[config.mk]
export PLATFORM = sky130hd
export DESIGN_NAME = pattern_expect
export DESIGN_NICKNAME = d
export VERILOG_FILES = /design/src/rtl/pattern_pkg.sv /design/src/rtl/pattern_expect.sv
export SDC_FILE = /design/constraint.sdc
export NUM_CORES = 1
export LEC_CHECK = 0
export CORE_UTILIZATION = 43
export DETAILED_ROUTE_END_ITERATION = 10
export GPL_TIMING_DRIVEN = 0
export PLACE_DENSITY = 0.76
export SYNTH_ARGS = -nofsm -noshare
export SYNTH_HDL_FRONTEND = slang
export SYNTH_SLANG_ARGS = --single-unit
[constraint.sdc]
create_clock -name clk1280 -period 1.1 [get_ports clk1280]
set_input_delay 0.11 -clock clk1280 [delete_from_list [all_inputs] [get_ports clk1280]]
set_output_delay 0.11 -clock clk1280 [all_outputs]
set_load 0.01 [all_outputs]
[src/rtl/pattern_pkg.sv]
// pattern_pkg: pattern-select encodings, constant-mode default and the PRBS-15 word step.
// Shared by the pattern source and the checker so the two cannot disagree on the sequence.
package pattern_pkg;

    typedef enum logic [1:0] {
        SEL_CNT    = 2'b00,
        SEL_PRBS   = 2'b01,
        SEL_CONST  = 2'b10,
        SEL_CONSTB = 2'b11
    } sel_e;

    typedef enum logic {
        ST_SEARCH = 1'b0,
        ST_LOCKED = 1'b1
    } chk_state_e;

    localparam logic [15:0] CONST_VAL_DEFAULT = 16'hAAAA;

    // x^15+x^14+1, MSB-first: s[31] is the oldest bit of prev, each new bit is b[n-15]^b[n-14].
    function automatic logic [15:0] prbs15_next16(input logic [15:0] prev);
        logic [31:0] s;
        s = {prev, 16'h0000};
        for (int i = 0; i < 16; i++) begin
            s[15-i] = s[30-i] ^ s[29-i];
        end
        return s[15:0];
    endfunction

endpackage

[src/rtl/pattern_expect.sv]
// pattern_expect: registered mux of the four expected-word generators.
// Loads the word that should follow prev, ready for comparison on the next accepted word.
module pattern_expect
    import pattern_pkg::*;
#(
    parameter int                DATA_W    = 16,
    parameter logic [DATA_W-1:0] CONST_VAL = CONST_VAL_DEFAULT
) (
    input  logic              clk1280,
    input  logic              rst,
    input  logic              load,
    input  logic [1:0]        sel,
    input  logic [DATA_W-1:0] prev,
    output logic [DATA_W-1:0] expected
);

    logic [DATA_W-1:0] exp_d;

    // NOTE: the default assignment first means every path drives exp_d, so no latch is inferred.
    always_comb begin
        exp_d = '0;
        unique case (sel)
            SEL_CNT:    exp_d = prev + DATA_W'(1);
            SEL_PRBS:   exp_d = prbs15_next16(prev);
            SEL_CONST:  exp_d = CONST_VAL;
            SEL_CONSTB: exp_d = ~CONST_VAL;
        endcase
    end

    always_ff @(posedge clk1280) begin
        if (rst) begin
            expected <= '0;
        end else if (load) begin
            expected <= exp_d;
        end
    end

endmodule

Yosys cells after proc, flatten, opt, wreduce, memory -nomap -nowiden
Cells that the tools add are included.

cells by class
  $lt $le $gt $ge = 0
  bitwise logic cells = 16
  multiplexer cells = 1
  divide/modulo/power cells = 0
  reduce and logical (&&, ||, !) cells = 1
  eq/ne operators = 3
  shift-type cells = 0
  multiply operators = 0
  add/subtract/negate cells = 1

operator list
  operator                 number
  $pmux W16 S4             1
  $add A16 B1 Y16 const B  1
  $xor A1 B1 Y1            16
  $eq A2 B2 Y1 const B     2
  $eq A2 B1 Y1 const B     1
  $logic_not A2 Y1         1

storage, ports and cells
  RAM bits = 0
  memories = 0
  flip-flop bits (word level) = 16
  output and inout bits = 16
  latch bits = 0
  word-level logic and storage cells = 23
  bits in read-only memories = 0

Logic depth before layout (Yosys ltp)
  depth after elaboration = 3
  mapped depth = 6

Worst setup path before layout
Ideal clock, no wire load.

  path kind = input to register
  start point = in prev[13]
  end point = reg expected[0]
  path buffers = 0
  slack = 0.056 ns
  setup time = 0.116 ns
  cell stages on the path = 5
  data arrival time = 0.928 ns
  path through = ha_1 -> xor2_1 -> o21ai_0 -> o211ai_1 -> o211a_1

between the ends
  longest elaborated chain between the ends = 3
  elaborated cells between the ends (all ways) = 4
  classes of those cells = mux: 1; bitwise: 3

RTL lines
  item                  line                  text
  from (decl)           pattern_expect.sv:13  input logic [DATA_W-1:0] prev,
  $xor A1 B1 Y1         pattern_pkg.sv:24     s[15-i] = s[30-i] ^ s[29-i];
  $xor A1 B1 Y1 *       pattern_pkg.sv:24
  $pmux W16 S4 *        pattern_expect.sv:22  unique case (sel)
  to (signal assigned)  pattern_expect.sv:34  expected <= exp_d;
  to (decl)             pattern_expect.sv:14  output logic [DATA_W-1:0] expected

Mark *: on every way between the ends. The rest lies on a longest branch, timed or not.
A chain may end at the register's enable or synchronous reset.

Worst setup path in the final report
  start point = in prev[0]
  end point = reg expected[10]

between the ends
  longest elaborated chain between the ends = 2

RTL lines
  item             line                  text
  $add A16 B1 Y16  pattern_expect.sv:23  SEL_CNT: exp_d = prev + DATA_W'(1);
  $pmux W16 S4     pattern_expect.sv:22

Every way passes these cells.

==> metrics <==
Fill cells 236; number of global-route vias before repair 1298; Hold Path Class primary input to flop; Setup Skew 0 ns; VDD IR-drop max approximately 0.00058 V; cells after synthesis 155; drt total wl 3.823 mm; Hold-fix buffers, CTS 0; CP arrival 1.27 ns; DRC Markers 0; H-tree depth 1; critical path class primary input to flop; Chip Height 56.43 microns; clock buffer depth 2; Starting DRT DRC Count 39; top post-synthesis cells by area dfxtp_1 (25%), ha_1 (14%), xnor2_1 (7.6%), nor2_1 (5.0%), o21ai_0 (4.7%); Top FF cell, synth dfxtp_1; syn_nets 190; largest registers expected x16; CTS root buf clkbuf_4; routed length per instance 17.14 microns; via count 1334; DRT antenna net count 0; fin worst setup slack -0.01799 ns; most common library cells after synthesis nor2_1 (17), dfxtp_1 (16), ha_1 (14); Die Wd 56.43 microns; Row Count 19; Pleak approximately 0.74 nW; worst-margin pin slew 0.5533 ns; largest net degree at the start of global routing 11; Starting Density 0.4579; Synth Area in XOR/XNOR 0.09627; Final Hold Violating Endpoints 0; port bufs 33; Clock transition at path regs 0.10 ns; Slew HR 0.6312; drt pass-1 iters 4; dpl ws -0.5926 ns; P&R area growth vs syn 38.02%; gpl congestion 0.9287; first-pass GRT wire length 5.927 mm; PwrDens 865.0 mW/mm^2; GR Util All Layers 0.2359; share of synthesized flip-flops with an asynchronous set or reset 0; Synth Area in Compound Gates 0.2250; top cell type's share of synthesized area 0.2515; Setup-failing EPs final 1; synth unique cells 38; Simple-Gate Fraction of Synth Area 0.2122; Post-synth EDFFs 0; net count reported at finish 229; largest family of logic cells by synthesized area compound AO/OA/AOI/OAI gates; total grt overflow 0; fin area roughly 0.0018 sq mm; area of the die 0.003184 sq mm; Post-DP Area approximately 0.0016 sq mm; Mapped Avg Cell Area between 8 and 9 sq um; number of flip-flops in the largest register 16; Final min period 1.118 ns; count leader, synth nor2_1; sequential element share of the synthesized area 0.2515; layout cells sized above 1 0.2344; CTS Buf Count 3; Core Box Area roughly 0.0028 sq mm; fin. max-slew vios 0; critical path capture point type flop; crit path max fanout 5; initial antenna violation count 0; Worst setup SP type primary input; Via density 5.982; Final Cycle Share 1.016; post-synthesis cell area 0.001274 sq mm; Max Cap Violations 0; Worst EP required 1.25 ns; fmax 894.5 MHz; FF+latch count, synth 16; post-detailed-placement half-perimeter wirelength 2.580 mm; Ys Warns 0; I/O pin count 37; Biggest register expected; failing checks setup timing; CTS tree yes; Adder-Cell Fraction of Synth Area 0.1375; status complete, but fails checks; leading area contributor after synthesis dfxtp_1; worst-skew pair later-pin latency ~0.28 ns; diodes inserted 0; CTS Sinks 16; post-synthesis mux area share 0.007859
==> timing repair <==
action,in CTS,in global routing
buffers inserted,0,1
endpoints found under the hold margin,0,0
pin swaps,4,7
endpoints found under the setup margin,32,14
resized for setup,49,29
==> placed cells by master (no fill, tap or decap), types with 4 or more instances in the layout <==
master         synthesis  layout
buf_4                  2       4
nand3_1                4       4
o22ai_1                4       4
ha_4                   0       7
nand2_1               13      12
nor2_1                17      15
inv_1                  5       5
xnor2_1               11      10
clkbuf_4               0       4
o21ai_0               12      12
ha_1                  14       4
a21oi_1                7       7
clkbuf_2               0       8
dfxtp_1               16      16
dlygate4sd2_1          0      22
==> worst max-delay path: stages <==
cell and delay [ns]:
dlygate4sd2_1 0.28, ha_4 0.19, nand4_4 0.17, o21a_1 0.22, o21ai_1 0.19, a311oi_1 0.11
==> area by class of cell <==
| class | count | area (sq um) | area share |
|---|---|---|---|
| clock buffers | 3 | 22.52 | 0.01281 |
| well taps | 31 | 38.79 | 0.02206 |
| plain buffers | 11 | 82.58 | 0.04697 |
| flip-flops and latches | 16 | 320.3 | 0.1822 |
| multi-input cells | 123 | 1002 | 0.5701 |
| inverters | 5 | 18.77 | 0.01068 |
| repair buffers | 34 | 272.8 | 0.1552 |
==> layer usage <==
metal  vias up  wire, microns  share of wire  GRT usage
li1        629              -              -          -
met1       625           1628           0.43     0.2950
met2        64           1854           0.48     0.4050
met3        16            209          0.055    0.03687
met4         0            129          0.034    0.08711
met5         -              0              0          0
==> cell families after synthesis <==
kind of cell	after synthesis
xor gates and xnor gates	14
DFF	16
muxes	1
buffers and inverters	16
and+or+nand+nor	51
adders and majority gates	14
AOI/OAI and AO/OA	43
==> power breakdown <==
part / switching [mW] / leakage, nW / total (mW) / internal, mW
Sequential: 0.0235 / 0.133 / 0.648 / 0.625
Clock: 0.200 / 0.0138 / 0.327 / 0.127
Combinational: 0.291 / 0.592 / 0.545 / 0.254
==> final timing paths <==
path                start           end  slack (ns)  cells past startpoint
max               prev[0]  expected[10]       -0.02                      6
min                   rst  expected[15]        0.19                      2
max reg2reg  expected[15]  expected[15]        0.23                      3
min reg2reg   expected[3]   expected[3]        0.47                      2
==> per-stage QoR <==
step	power, mW	cells	setup TNS (ns)	util	hold slack [ns]
after global routing	1.592	223	-0.05087	0.6320	0.1959
final	1.521	223	-0.01799	0.6320	0.1869
after CTS	1.473	222	0	0.6131	0.1518
after floorplan	0.9419	155	0	-	0.2841
after detailed placement	1.175	219	-8.091	0.5906	0.4499
after global placement	1.166	219	-7.730	0.5906	0.4462
(Power assumes the default switching activity.)
